$ cat config.mk
export PLATFORM = sky130hd
export DESIGN_NAME = vita49_trig_sched
export DESIGN_NICKNAME = d
export VERILOG_FILES = /design/src/rtl/vita49_trig_sched.sv
export SDC_FILE = /design/constraint.sdc
export NUM_CORES = 1
export LEC_CHECK = 0
export BUFFER_PORTS_ARGS = -buffer_cell sky130_fd_sc_hd__buf_2
export CAP_MARGIN = 20
export CORE_MARGIN = 4
export CORE_UTILIZATION = 58
export CTS_CLUSTER_DIAMETER = 30
export DETAILED_ROUTE_END_ITERATION = 8
export PLACE_DENSITY = 0.8
export SLEW_MARGIN = 20
export SYNTH_ARGS = -nofsm -noshare
export SYNTH_HDL_FRONTEND = slang
export SYNTH_SLANG_ARGS = --single-unit
$ cat constraint.sdc
create_clock -name AXIS_ACLK -period 7.2 [get_ports AXIS_ACLK]
set_clock_uncertainty 0.15 [all_clocks]
set_input_delay 1.08 -clock AXIS_ACLK [delete_from_list [all_inputs] [get_ports AXIS_ACLK]]
set_output_delay 1.08 -clock AXIS_ACLK [all_outputs]
set_load 0.02 [all_outputs]
$ cat src/rtl/vita49_trig_sched.sv
// vita49_trig_sched: timed window gate for a VITA-49 AXI-Stream sample path.
// Windows {start tsi, start tsf, beats} are queued through cmd_*. The gate opens
// one cycle after {tsi,tsf} reaches the start time. It passes cmd_beats handshakes
// and then closes. Entries that are already late at load time are dropped.
// Ports: S_AXIS_* in -> M_AXIS_* out (gated), cmd_* schedule push, tsi/tsf time,
//        gate_open/done/late/fifo_level/late_cnt/state status.
// Optional macro VITA49_TRIG_SCHED_PKT_ALIGN_EN: close on TLAST after the count.
module vita49_trig_sched #(
  parameter int unsigned C_AXIS_TDATA_NUM_BYTES = 4,
  parameter int unsigned C_CNT_W                = 16,
  parameter int unsigned C_DEPTH_LOG2           = 2
) (
  input  logic                                AXIS_ACLK,
  input  logic                                AXIS_ARESET,
  input  logic [8*C_AXIS_TDATA_NUM_BYTES-1:0] S_AXIS_TDATA,
  input  logic [C_AXIS_TDATA_NUM_BYTES-1:0]   S_AXIS_TSTRB,
  input  logic                                S_AXIS_TLAST,
  input  logic                                S_AXIS_TVALID,
  output logic                                S_AXIS_TREADY,
  output logic [8*C_AXIS_TDATA_NUM_BYTES-1:0] M_AXIS_TDATA,
  output logic [C_AXIS_TDATA_NUM_BYTES-1:0]   M_AXIS_TSTRB,
  output logic                                M_AXIS_TLAST,
  output logic                                M_AXIS_TVALID,
  input  logic                                M_AXIS_TREADY,
  input  logic                                enable,
  input  logic                                abort,
  input  logic [31:0]                         cmd_tsi,
  input  logic [63:0]                         cmd_tsf,
  input  logic [C_CNT_W-1:0]                  cmd_beats,
  input  logic                                cmd_valid,
  output logic                                cmd_ready,
  input  logic [31:0]                         tsi,
  input  logic [63:0]                         tsf,
  output logic                                gate_open,
  output logic                                done,
  output logic                                late,
  output logic [C_DEPTH_LOG2:0]               fifo_level,
  output logic [15:0]                         late_cnt,
  output logic [2:0]                          state
);

  localparam int unsigned DEPTH = 2**C_DEPTH_LOG2;

  typedef enum logic [2:0] {
    IDLE  = 3'd0,
    LOAD  = 3'd1,
    ARMED = 3'd2,
    OPEN  = 3'd3,
    DRAIN = 3'd4
  } state_t;

  state_t st, st_nxt;

  logic [31:0]          q_tsi   [DEPTH];
  logic [63:0]          q_tsf   [DEPTH];
  logic [C_CNT_W-1:0]   q_beats [DEPTH];
  logic [C_DEPTH_LOG2:0] wr_ptr, rd_ptr;
  logic                 full, empty, push, pop;

  logic [31:0]          act_tsi;
  logic [63:0]          act_tsf;
  logic [C_CNT_W-1:0]   act_beats, cnt, cnt_inc;
  logic [95:0]          now_t, start_t;

  logic gate_q, gate_nxt, done_nxt, late_nxt, cnt_clr, cnt_en, hs;

  assign M_AXIS_TDATA  = S_AXIS_TDATA;
  assign M_AXIS_TSTRB  = S_AXIS_TSTRB;
  assign M_AXIS_TLAST  = S_AXIS_TLAST;
  assign M_AXIS_TVALID = S_AXIS_TVALID & gate_q;
  assign S_AXIS_TREADY = M_AXIS_TREADY & gate_q;

  assign hs         = S_AXIS_TVALID & S_AXIS_TREADY;
  assign fifo_level = wr_ptr - rd_ptr;
  // Level never exceeds DEPTH, so its MSB alone flags full.
  assign full       = fifo_level[C_DEPTH_LOG2];
  assign empty      = (fifo_level == '0);
  assign cmd_ready  = ~full & ~abort;
  assign push       = cmd_valid & cmd_ready;

  assign now_t     = {tsi, tsf};
  assign start_t   = {act_tsi, act_tsf};
  assign cnt_inc   = cnt + 1'b1;
  assign gate_open = gate_q;
  assign state     = st;

  always_comb begin
    st_nxt   = st;
    gate_nxt = gate_q;
    done_nxt = 1'b0;
    late_nxt = 1'b0;
    pop      = 1'b0;
    cnt_clr  = 1'b0;
    cnt_en   = 1'b0;
    if (abort) begin
      st_nxt   = IDLE;
      gate_nxt = 1'b0;
    end else begin
      case (st)
        IDLE: begin
          if (enable && !empty) begin
            pop    = 1'b1;
            st_nxt = LOAD;
          end
        end
        LOAD: begin
          if (now_t > start_t) begin
            late_nxt = 1'b1;
            st_nxt   = IDLE;
          end else begin
            st_nxt = ARMED;
          end
        end
        ARMED: begin
          if (now_t >= start_t) begin
            if (act_beats == '0) begin
              done_nxt = 1'b1;
              st_nxt   = IDLE;
            end else begin
              gate_nxt = 1'b1;
              cnt_clr  = 1'b1;
              st_nxt   = OPEN;
            end
          end
        end
        OPEN: begin
          if (hs) begin
            cnt_en = 1'b1;
            if (cnt_inc == act_beats) begin
`ifdef VITA49_TRIG_SCHED_PKT_ALIGN_EN
              if (S_AXIS_TLAST) begin
                gate_nxt = 1'b0;
                done_nxt = 1'b1;
                st_nxt   = IDLE;
              end else begin
                st_nxt = DRAIN;
              end
`else
              gate_nxt = 1'b0;
              done_nxt = 1'b1;
              st_nxt   = IDLE;
`endif
            end
          end
        end
        DRAIN: begin
          if (hs && S_AXIS_TLAST) begin
            gate_nxt = 1'b0;
            done_nxt = 1'b1;
            st_nxt   = IDLE;
          end
        end
        default: begin
          gate_nxt = 1'b0;
          st_nxt   = IDLE;
        end
      endcase
    end
  end

  always_ff @(posedge AXIS_ACLK or posedge AXIS_ARESET) begin
    if (AXIS_ARESET) begin
      st        <= IDLE;
      gate_q    <= 1'b0;
      done      <= 1'b0;
      late      <= 1'b0;
      late_cnt  <= '0;
      wr_ptr    <= '0;
      rd_ptr    <= '0;
      act_tsi   <= '0;
      act_tsf   <= '0;
      act_beats <= '0;
      cnt       <= '0;
    end else begin
      st     <= st_nxt;
      gate_q <= gate_nxt;
      done   <= done_nxt;
      late   <= late_nxt;
      if (late_nxt && (late_cnt != '1)) begin
        late_cnt <= late_cnt + 1'b1;
      end
      if (abort) begin
        wr_ptr <= '0;
        rd_ptr <= '0;
      end else begin
        if (push) wr_ptr <= wr_ptr + 1'b1;
        if (pop)  rd_ptr <= rd_ptr + 1'b1;
      end
      if (pop) begin
        act_tsi   <= q_tsi[rd_ptr[C_DEPTH_LOG2-1:0]];
        act_tsf   <= q_tsf[rd_ptr[C_DEPTH_LOG2-1:0]];
        act_beats <= q_beats[rd_ptr[C_DEPTH_LOG2-1:0]];
      end
      if (cnt_clr) begin
        cnt <= '0;
      end else if (cnt_en) begin
        cnt <= cnt_inc;
      end
    end
  end

  always_ff @(posedge AXIS_ACLK) begin
    if (push) begin
      q_tsi[wr_ptr[C_DEPTH_LOG2-1:0]]   <= cmd_tsi;
      q_tsf[wr_ptr[C_DEPTH_LOG2-1:0]]   <= cmd_tsf;
      q_beats[wr_ptr[C_DEPTH_LOG2-1:0]] <= cmd_beats;
    end
  end

endmodule
Yosys cells after proc, flatten, opt, wreduce, memory -nomap -nowiden --
Memories as Yosys holds them, arrays and structs flattened. A register that Yosys moved wholly into a read port is not among the register bits. Index checks and enable logic that the tools add are counted.
Storage, ports and cells: latch bits 0, flip-flop bits (word level) 44, ROM bits 0, bits in writable memories 448, output and inout bits 65, word-level logic and storage cells 95, input port bits 252, memories 3
Cells by class: mux-type cells 44, bitwise gates (word level) 7, $add $sub $neg 5, reduce and logical (&&, ||, !) cells 13, shift-type cells 0, $mul 0, $lt $le $gt $ge 2, equality and inequality tests 13, divide/modulo/power cells 0
Memory list:
- q_tsf | depth 4, bits a word 64, read ports 1, clocked after Yosys merged registers in 1, write ports 1, line 55 | logic [63:0] q_tsf [DEPTH];
- q_tsi | depth 4, bits a word 32, read ports 1, clocked after Yosys merged registers in 1, write ports 1, line 54 | logic [31:0] q_tsi [DEPTH];
- q_beats | depth 4, bits a word 16, read ports 1, clocked after Yosys merged registers in 1, write ports 1, line 56 | logic [C_CNT_W-1:0] q_beats [DEPTH];
Operator list (count):
- greater-or-equal comparator 96 bit | 1
- > comparator 96 bit | 1
- adder 16 x 1 -> 16 bit, second input constant | 2
- 2-to-1 mux 16 bit | 2
- 2-to-1 mux 3 bit | 10
- 2-to-1 mux 1 bit | 27
- != test 3 bit, second input constant | 6
- equality test 16 bit | 1
- zero test 16 bit | 1
- != test 16 bit, second input constant | 1
- case mux 3 bit (5 select lines) | 1
- adder 3 x 1 -> 3 bit, second input constant | 2
- equality test 3 x 2 -> 1 bit, second input constant | 2
- zero test 3 bit | 2
- AND reduction 6 bit | 1
- nonzero test 2 bit | 3
- AND 1 bit | 5
- AND reduction 5 bit | 1
- 2-to-1 mux 2 bit | 2
- case mux 1 bit (4 select lines) | 1
- equality test 3 x 1 -> 1 bit, second input constant | 1
- equality test 3 bit, second input constant | 1
- logical AND 1 bit | 3
- case mux 1 bit (3 select lines) | 1
- 5 further kinds | 6

Logic depth before layout (Yosys ltp) --
Gate-level depths: netlist of the first run.
word-level depth 9, depth in mapped cells 12, gate-level depth less buffers 10

Worst setup path after synthesis of the first run --
No wires, ideal clock.
path type reg-to-reg, start point register wr_ptr[0], end point memory q_beats[0][0], enable pin, clock period less this slack 5.000 ns, path slack 2.200 ns, library setup time 0.484 ns, arrival time 4.366 ns, required time 6.566 ns, path buffers 0, cell stages (with the launch flop) 9, cell sequence dfrtp_1 > inv_1 > ha_1 > fa_1 > xor2_1 > xnor2_1 > nand2_1 > nor2_1 > and2_1
On the way: cells in the longest elaborated chain, start to end 6
RTL lines:
- from (decl) | line 57 | logic [C_DEPTH_LOG2:0] wr_ptr, rd_ptr;
- from (signal assigned) | line 186 | if (push) wr_ptr <= wr_ptr + 1'b1;
- subtractor 3 bit | line 74 | assign fifo_level = wr_ptr - rd_ptr;
- NOT 1 bit | line 78 | assign cmd_ready = ~full & ~abort;
- AND 1 bit | line 78
- AND 1 bit | line 79 | assign push = cmd_valid & cmd_ready;
- 2-to-1 mux 1 bit | line 203 | if (push) begin
- 2-to-1 mux 1 bit (not written as such) | line 206 | q_beats[wr_ptr[C_DEPTH_LOG2-1:0]] <= cmd_beats;
- to (decl) | line 56
Parallel ways exist; a longest one is shown, timed or not.

Worst setup path after layout of the first run --
start point register rd_ptr[0], end point memory q_tsf[1][27], enable pin
On the way: cells in the longest elaborated chain, start to end 6
RTL lines:
- from (decl) | line 57
- from (signal assigned) | line 187 | if (pop) rd_ptr <= rd_ptr + 1'b1;
- subtractor 3 bit | line 74
- NOT 1 bit | line 78
- AND 1 bit | line 78
- AND 1 bit | line 79
- 2-to-1 mux 1 bit | line 203
- 2-to-1 mux 1 bit (not written as such) | line 205 | q_tsf[wr_ptr[C_DEPTH_LOG2-1:0]] <= cmd_tsf;
- to (decl) | line 55
Every way passes these cells.

==> impl_metrics.tcl, run 1 <==
set metrics [dict create \
    run_status "complete, no violations" \
    hold_path_depth 1 \
    postCtsSetupBuffers 0 \
    post_route_cells_drive_above_1_share 0.290 \
    timing.final.max_slew_violations 0 \
    reg2regPathDepth 8 \
    maximum_number_of_pins_on_one_net_before_global_route_repair 100 \
    number_of_nets_in_the_layout 2239 \
    nFillCells 2762 \
    synthesis.nets 1983 \
    register_area_um2 17300 \
    synth-warning-count 0 \
    worst_path_largest_cell_delay_ns 0.73 \
    criticalPathCategory "reg -> reg" \
    cp_cell_sequence "ha_1, fa_1, xor2_1, xnor2_1, nand2_1, nor2_1, and2_4, buf_4" \
    grt_antenna_before_repair 22 \
    post-route-period-util 0.595 \
    htree_num_levels 3 \
    detail_route.drc_violations 0 \
    setup-violations-final 0 \
    grt_use_total 0.243 \
    ir_drop_v 0.000274 \
    powerDensity_nw_per_um2 396 \
    number_of_buffers_inserted_by_hold_repair_at_cts 0 \
    core-area_um2 43400 \
    vias_in_the_first_global_route 16000 \
    pin_count 317 \
    setup.worst_path.end_class "flop" \
    final_core_utilization 0.710 \
    multi_input_area_um2 7320 \
    tns_ns 0 \
    tritoncts.num_buffers 103 \
    fraction_of_post_synthesis_cell_area_in_the_top_cell_type_by_area 0.525 \
    route.vias.total 14900 \
    hold_path.class "reg -> reg" \
    placement_rows 76 \
    timing.final.hold_violations 0 \
    p_sw_w 0.00346 \
    worst_slew_pin_slew_ns 1.02 \
    seq_area_frac_synth 0.676 \
    leading_cell_type_in_the_layout_fill_and_taps_excluded "sky130_fd_sc_hd__edfxtp_1" \
    cap_violations 0 \
    ant_nets 0 \
    preCtsSetupSlack_ns 2.37 \
    startpoint_type "flop" \
    synth-edff-count 448 \
    max-slew-margin-rel 0.319 \
    cts-root-to-sink-buffers 3 \
    layout_min_cycle_time_ns 4.28 \
    path_clk_slew_ns 0.05 \
    timing.critical_path.slowest_stage_cell "sky130_fd_sc_hd__and2_4" \
    die_area_um2 47600 \
    drtPass1Iterations 5 \
    synth.largest_area_cell "sky130_fd_sc_hd__edfxtp_1" \
    synth_area_leaders "sky130_fd_sc_hd__edfxtp_1 (52%), sky130_fd_sc_hd__dfrtp_1 (15%), sky130_fd_sc_hd__mux4_2 (9.8%)" \
    clock-sinks 603 \
    sw_share 0.283 \
    cp.required_ns 7.31 \
    port_buffers 241 \
    cts_tree "done" \
    initial_utilization 0.591 \
    numPlacedInstances 2362 \
    max_clock_freq_mhz 233 \
    p_int_w 0.00874 \
    cts.repair.resized 0 \
    synth_seq_cells 603 \
    layout_common_cells "sky130_fd_sc_hd__edfxtp_1 (448), sky130_fd_sc_hd__buf_2 (241), sky130_fd_sc_hd__dfrtp_1 (153), sky130_fd_sc_hd__nand2_1 (127), sky130_fd_sc_hd__mux4_2 (112)" \
    clock_tree.root_cell "sky130_fd_sc_hd__clkbuf_16" \
    detailed_route_vias_per_instance 5.79 \
    postSynth.topFlopCell "sky130_fd_sc_hd__edfxtp_1" \
    leakage_nw 11.7 \
    wl_per_cell_um 22.0 \
    power.sequential.fraction 0.377 \
    grt_first_pass_wirelength_um 88900 \
    die_h_um 218 \
    fin_ws_ns 2.92 \
    routabilityCongestion 0.884 \
    synth.cell_area_um2 25600 \
    die_w_um 218 \
    postSynthAreaPerCell_um2 15.8 \
    share_comb_of_total_power 0.217 \
    initialDrtViolationCount 1138 \
    clock_network_power_share 0.406 \
    wirelength_um 56600 \
    worst_skew_pair.late_latency_ns 0.63 \
    yosys_cell_types 64 \
    critical_path_maximum_fanout 48 \
    dpl.hpwl_um 34700 \
    globalRoute.totalOverflow 0 \
    grt_setup_unrepaired "no" \
    synth_to_layout_area_growth_pct 20.0 \
    final-instance-count-excl-fill 2576 \
    synth_cells 1626 \
    worst-endpoint-arrival_ns 4.40 \
    ys_async_sr_fraction 0.257 \
]
[worst paths after layout]
| kind | to | slack, ns | from |
|---|---|---|---|
| worst min register to register | late_cnt[9] | 0.34 | late_cnt[9] |
| max in group asynchronous | act_tsi[31] | 4.88 | AXIS_ARESET |
| worst max-delay path | q_tsf[1][27] | 2.92 | rd_ptr[0] |
| worst min-delay path | late_cnt[9] | 0.34 | late_cnt[9] |
| min in group asynchronous | act_tsi[25] | 0.48 | AXIS_ARESET |
| worst max register to register | q_tsf[1][27] | 2.92 | rd_ptr[0] |
[registers in the layout, indices dropped and copies added (netlist names)]
signal / count
q_tsi: 128
q_beats: 64
late_cnt: 16
act_beats: 16
late: 1
act_tsf: 64
gate_open: 1
done: 1
cnt: 16
act_tsi: 32
state: 2
rd_ptr: 3
wr_ptr: 3
q_tsf: 256
[worst max-delay path: cells and delay by family, from the launching register on]
kind | cells | cell delay (ns)
AND/OR/NAND/NOR | 3 | 1.20
flip-flops | 1 | 0.68
adder cells (fa/ha/maj) | 2 | 0.66
buffers and inverters | 1 | 0.59
XOR/XNOR | 2 | 0.57
[power by group through the flow]
stage          registers [W]  clock network (W)  logic (W)
6_report             0.00460            0.00494    0.00264
2_1_floorplan        0.00455                  0    0.00203
4_1_cts              0.00461            0.00500    0.00267
5_1_grt              0.00465            0.00521    0.00296
3_5_place_dp         0.00466                  0    0.00262
3_3_place_gp         0.00463                  0    0.00251
[cell usage after synthesis (14+ instances only)]
cell type	n
sky130_fd_sc_hd__a21oi_1	41
sky130_fd_sc_hd__mux4_2	112
sky130_fd_sc_hd__and2_1	14
sky130_fd_sc_hd__mux2_2	18
sky130_fd_sc_hd__nand2_1	127
sky130_fd_sc_hd__buf_4	39
sky130_fd_sc_hd__xor2_1	15
sky130_fd_sc_hd__inv_1	110
sky130_fd_sc_hd__o21ai_0	109
sky130_fd_sc_hd__nand3_1	33
sky130_fd_sc_hd__nand4_1	41
sky130_fd_sc_hd__ha_1	104
sky130_fd_sc_hd__edfxtp_1	448
sky130_fd_sc_hd__xnor2_1	38
sky130_fd_sc_hd__nor2_1	32
sky130_fd_sc_hd__clkbuf_1	39
sky130_fd_sc_hd__dfrtp_1	155
sky130_fd_sc_hd__buf_2	22
sky130_fd_sc_hd__nor4_1	18
[layout make-up]
| class | count | area share |
|---|---|---|
| Timing Repair Buffer | 255 | 0.0426 |
| Tap cell | 585 | 0.0238 |
| Sequential cell | 603 | 0.564 |
| Clock inverter | 69 | 0.0255 |
| Inverter | 110 | 0.0136 |
| Antenna cell | 18 | 0.00146 |
| Multi-Input combinational cell | 809 | 0.238 |
| Clock buffer | 127 | 0.0917 |
[layer usage]
layer  vias up  part of all wire  GRT usage
li1       6714                 -          -
met1      7509              0.39      0.311
met2       540              0.50      0.401
met3       148             0.066     0.0602
met4        14             0.035      0.102
met5         -            0.0015          0
[through the flow]
stage	instance area, um2	hold slack (ns)	power, W
after floorplan	25600	0.335	0.00658
after CTS	30700	0.342	0.0123
after global routing	30800	0.356	0.0128
after detailed placement	27100	0.333	0.00728
after global placement	27100	0.322	0.00714
final	30800	0.341	0.0122
[cell families after synthesis]
logic type	synth area share
AOI/OAI and AO/OA	0.0470
adders and majority gates	0.0515
xor gates and xnor gates	0.0181
other	0.000146
muxes	0.107
DFF	0.676
buffers and inverters	0.0390
and+or+nand+nor	0.0615
No activity file was read; power rests on OpenSTA's default activity.
==> inputs of run 2 (changes only) <==
Clock period 7.2 ns to 4.05 ns, I/O delays scaled along.
==> impl_metrics.tcl, run 2 (synthesized netlist as in run 1, its figures left out) <==
set metrics [dict create \
    run_status "complete, no violations" \
    critical_path.top_delay_family "XOR/XNOR gates" \
    worst_path_largest_cell_delay_ns 0.49 \
    grt_setup_unrepaired "no" \
    clock-sinks 603 \
    worst-r2r-setup-slack_ns 0.57 \
    htree_num_levels 3 \
    port_buffers 241 \
    setup-violations-final 0 \
    initial_utilization 0.591 \
    cp_cell_sequence "inv_1, ha_1, fa_1, xor2_1, xnor2_1, inv_1, nor2_1, buf_2" \
    routabilityCongestion 0.899 \
    timing.final.hold_violations 0 \
    min_from "cmd_tsf[30]" \
    number_of_buffers_inserted_by_hold_repair_at_cts 0 \
    leading_cell_type_in_the_layout_fill_and_taps_excluded "sky130_fd_sc_hd__edfxtp_1" \
    max-slew-margin-rel 0.282 \
    cap_violations 0 \
    layout_common_cells "sky130_fd_sc_hd__edfxtp_1 (448), sky130_fd_sc_hd__buf_2 (241), sky130_fd_sc_hd__dfrtp_1 (153), sky130_fd_sc_hd__nand2_1 (127)" \
    die_h_um 218 \
    post_route_cells_drive_above_1_share 0.301 \
    cts.repair.resized 0 \
    grt_first_pass_wirelength_um 90000 \
    pin_count 317 \
    maximum_number_of_pins_on_one_net_before_global_route_repair 156 \
    wirelength_um 58000 \
    fin_ws_ns 0.535 \
    post-route-period-util 0.868 \
    initialDrtViolationCount 1287 \
    ir_drop_v 0.000582 \
    dpl_cell_area_um2 27400 \
    vias_in_the_first_global_route 16300 \
    total_power_w 0.0224 \
    layout_min_cycle_time_ns 3.51 \
    worst-endpoint-arrival_ns 2.76 \
    postCtsSetupBuffers 0 \
    critical_path_maximum_fanout 5 \
    worst-path-buf-inv 3 \
    clock_tree.root_cell "sky130_fd_sc_hd__clkbuf_16" \
    timing.critical_path.slowest_stage_cell "sky130_fd_sc_hd__xnor2_1" \
    critical_path.reg2reg.endpoint "q_tsf[2][26]" \
    hold_path_depth 1 \
    startpoint_type "flop" \
    worst_slew_pin_slew_ns 1.08 \
    cts-root-to-sink-buffers 3 \
    regToRegStartpoint "wr_ptr[0]" \
    worst_skew_pair.late_latency_ns 0.63 \
    final_core_utilization 0.722 \
    reg2regPathDepth 9 \
    preCtsSetupSlack_ns 0.524 \
    detail_route.drc_violations 0 \
    post-route-cell-area_um2 31300 \
    cp_common_cell "sky130_fd_sc_hd__inv_1" \
    path_clk_slew_ns 0.05 \
    tritoncts.num_buffers 109 \
    setup.worst_path.end_class "output port" \
    synth_to_layout_area_growth_pct 22.1 \
    die_area_um2 47600 \
    cp.required_ns 3.29 \
    detailed_route_vias_per_instance 5.86 \
    dpl.hpwl_um 34500 \
    globalRoute.totalOverflow 0 \
    grt_antenna_before_repair 23 \
    powerDensity_nw_per_um2 716 \
    number_of_nets_in_the_layout 2257 \
    hold_path.class "in -> reg" \
    timing.final.max_slew_violations 0 \
    leakage_nw 12.0 \
    ant_nets 0 \
    largest_reg_flops 256 \
    tns_ns 0 \
    placement_rows 76 \
    min_delay_worst_endpoint "q_tsf[2][30]" \
    drtPass1Iterations 5 \
    route.vias.total 15300 \
    grt_use_total 0.246 \
    cts_tree "done" \
    core-area_um2 43400 \
    wl_per_cell_um 22.3 \
    die_w_um 218 \
    criticalPathCategory "reg -> out" \
    max_clock_freq_mhz 285 \
]
run 2: changes by cell type in the layout (fill, tap and decap cells not counted), sizes merged:
cell	delta
buf	+12
bufinv	+3
clkbuf	+6
clkinv	+4
clkinvlp	-1
diode	+4
run 2: through the flow:
stage	std cells	hold WS, ns
6_report	2604	0.0435
5_1_grt	2594	0.0219
4_1_cts	2582	0.00617
3_5_place_dp	2374	0.349
3_3_place_gp	2374	0.327
2_1_floorplan	1626	0.335
run 2: worst max-delay path by stage:
stage / start / to / slack, ns / cells after the start
after floorplan: wr_ptr[0] / q_beats[0][0] / 0.30 / 8
after global placement: tsi[19] / late_cnt[1] / 0.56 / 11
after detailed placement: tsi[9] / cnt[15] / 0.52 / 11
after CTS: wr_ptr[0] / cmd_ready / 0.54 / 8
after global routing: wr_ptr[0] / cmd_ready / 0.35 / 8
final: wr_ptr[0] / cmd_ready / 0.54 / 8
run 2: worst reg2reg max path: cells and delay by family, from the launching register on:
family | cells | cell delay [ns]
xor+xnor | 2 | 0.66
fa+ha+maj | 2 | 0.60
buf+inv | 2 | 0.46
flops | 1 | 0.38
simple gates | 3 | 0.84
run 2: cell type report:
class / count / area, um2
diodes: 22 / 55.1
clock buffers: 133 / 2940
clock inverters: 75 / 891
fillers: 2642 / 12100
inverters: 110 / 417
multi-input cells: 809 / 7320
flip-flops and latches: 603 / 17300
well taps: 585 / 732
repair buffers: 267 / 1600
run 2: per-layer routing:
layer	track usage	part of all wire	vias to the layer above
met5	0	0.0016	-
met4	0.116	0.041	14
met2	0.407	0.50	644
met1	0.308	0.38	7666
li1	-	-	6748
met3	0.0601	0.075	193
run 2: power by group:
part / internal [W] / switching [W] / total [W]
Sequential: 0.00768 / 0.000388 / 0.00807
Combinational: 0.00220 / 0.00285 / 0.00505
Clock: 0.00620 / 0.00309 / 0.00929
==> inputs of run 3 (changes only) <==
Settings changed: CORE_ASPECT_RATIO set to 1.25.
Clock period 4.05 ns to 3.7 ns, I/O delays scaled along.
==> impl_metrics.tcl, run 3 (synthesized netlist as in run 1, its figures left out) <==
set metrics [dict create \
    run_status "complete, no violations" \
    worst_slew_pin_slew_ns 1.01 \
    layout_min_cycle_time_ns 3.41 \
    p_sw_w 0.00702 \
    grt_first_pass_wirelength_um 97100 \
    nFillCells 2539 \
    largest_reg_flops 256 \
    die_h_um 243 \
    clock_tree.root_cell "sky130_fd_sc_hd__clkbuf_16" \
    leading_cell_type_in_the_layout_fill_and_taps_excluded "sky130_fd_sc_hd__edfxtp_1" \
    clock_network_power_share 0.390 \
    wl_per_cell_um 23.4 \
    share_comb_of_total_power 0.238 \
    cts-root-to-sink-buffers 3 \
    p_int_w 0.0167 \
    fin_ws_ns 0.286 \
    regToRegStartpoint "wr_ptr[0]" \
    worst-r2r-setup-slack_ns 0.36 \
    dpl.hpwl_um 36300 \
    hold_path_depth 1 \
    path_clk_slew_ns 0.06 \
    final-instance-count-excl-fill 2677 \
    htree_num_levels 3 \
    power.sequential.fraction 0.372 \
    maximum_number_of_pins_on_one_net_before_global_route_repair 115 \
    detail_route.drc_violations 0 \
    powerDensity_nw_per_um2 740 \
    reg2regPathDepth 9 \
    max_clock_freq_mhz 293 \
    min_delay_worst_endpoint "q_beats[3][10]" \
    max-slew-margin-rel 0.325 \
    sw_share 0.296 \
    ant_nets 0 \
    port_buffers 241 \
    tritoncts.num_buffers 96 \
    number_of_nets_in_the_layout 2367 \
    startpoint_type "flop" \
    grt_setup_unrepaired "no" \
    synth_to_layout_area_growth_pct 25.2 \
    setup-violations-final 0 \
    critical_path_maximum_fanout 5 \
    cp.required_ns 2.99 \
    criticalPathCategory "reg -> out" \
    cts_tree "done" \
    preCtsSetupSlack_ns 0.217 \
    route.vias.total 15800 \
    post-route-period-util 0.923 \
    grt_use_total 0.265 \
    grt_antenna_before_repair 18 \
    worst_skew_pair.late_latency_ns 0.62 \
    ir_drop_v 0.00155 \
    layout_common_cells "sky130_fd_sc_hd__edfxtp_1 (448), sky130_fd_sc_hd__buf_2 (241), sky130_fd_sc_hd__dfrtp_1 (153), sky130_fd_sc_hd__nand2_1 (127)" \
    worst-endpoint-arrival_ns 2.71 \
    routabilityCongestion 0.848 \
    setup.worst_path.end_class "output port" \
    leakage_nw 12.3 \
    vias_in_the_first_global_route 17100 \
    initial_utilization 0.591 \
    timing.final.max_slew_violations 0 \
    cap_violations 0 \
    critical_path.reg2reg.endpoint "q_tsi[1][2]" \
    wirelength_um 62800 \
    die_w_um 196 \
    drtPass1Iterations 5 \
    post_route_cells_drive_above_1_share 0.283 \
    pin_count 317 \
    numPlacedInstances 2365 \
    number_of_buffers_inserted_by_hold_repair_at_cts 112 \
    min_from "cmd_beats[10]" \
    timing.final.hold_violations 0 \
    die_area_um2 47600 \
    cts.repair.resized 0 \
    placement_rows 85 \
    postCtsSetupBuffers 0 \
    globalRoute.totalOverflow 0 \
    initialDrtViolationCount 1097 \
    hold_path.class "in -> reg" \
    detailed_route_vias_per_instance 5.89 \
    clock-sinks 603 \
    core-area_um2 43400 \
]
-- run 3: worst max-delay path by stage --
stage / from / slack (ns) / end
after floorplan: wr_ptr[0] / -0.05 / q_beats[0][0]
after global placement: tsf[62] / 0.27 / late_cnt[1]
after detailed placement: tsi[5] / 0.22 / late_cnt[1]
after CTS: wr_ptr[0] / 0.23 / cmd_ready
after global routing: wr_ptr[0] / 0.14 / cmd_ready
final: wr_ptr[0] / 0.29 / cmd_ready
-- run 3: per-layer routing --
metal / part of all wire / vias up / GRT usage
met5: 0 / - / 0
met4: 0.056 / 0 / 0.152
met3: 0.053 / 203 / 0.0417
met2: 0.52 / 637 / 0.450
met1: 0.37 / 7969 / 0.322
li1: - / 6965 / -
-- run 3: power by group through the flow --
stage / Combinational (W) / Sequential, W / Clock, W
after floorplan: 0.00396 / 0.00883 / 0
after global placement: 0.00517 / 0.00886 / 0
after detailed placement: 0.00542 / 0.00893 / 0
after CTS: 0.00565 / 0.00883 / 0.00933
after global routing: 0.00625 / 0.00892 / 0.00971
final: 0.00565 / 0.00884 / 0.00927
-- run 3: cell type report --
| type | instances | area [um2] | share of cell area |
|---|---|---|---|
| well taps | 565 | 707 | 0.0220 |
| repair buffers | 390 | 2860 | 0.0890 |
| diodes | 18 | 45.0 | 0.00140 |
| clock buffers | 115 | 2580 | 0.0803 |
| clock inverters | 67 | 835 | 0.0260 |
| inverters | 110 | 417 | 0.0130 |
| flip-flops and latches | 603 | 17300 | 0.540 |
| multi-input cells | 809 | 7320 | 0.228 |
-- run 3: metrics by stage --
| step | TNS [ns] | power (W) | instance area, um2 | utilization | hold WS [ns] |
|---|---|---|---|---|---|
| CTS | 0 | 0.0238 | 32000 | 0.739 | 0.00669 |
| detailed placement | 0 | 0.0143 | 27500 | 0.634 | 0.308 |
| floorplan | -22.45 | 0.0128 | 25600 | - | 0.335 |
| global route | 0 | 0.0249 | 32100 | 0.740 | 0.00105 |
| global placement | 0 | 0.0140 | 27500 | 0.634 | 0.306 |
| finish | 0 | 0.0238 | 32100 | 0.740 | 0.0200 |
-- run 3: critical path, stage by stage, from the launching register on --
cell and delay (ns):
sky130_fd_sc_hd__dfrtp_1 0.39, sky130_fd_sc_hd__inv_1 0.12, sky130_fd_sc_hd__ha_1 0.23, sky130_fd_sc_hd__fa_1 0.39, sky130_fd_sc_hd__xor2_1 0.16, sky130_fd_sc_hd__xnor2_1 0.34, sky130_fd_sc_hd__inv_1 0.10, sky130_fd_sc_hd__nor2_1 0.17
sky130_fd_sc_hd__buf_2 0.20
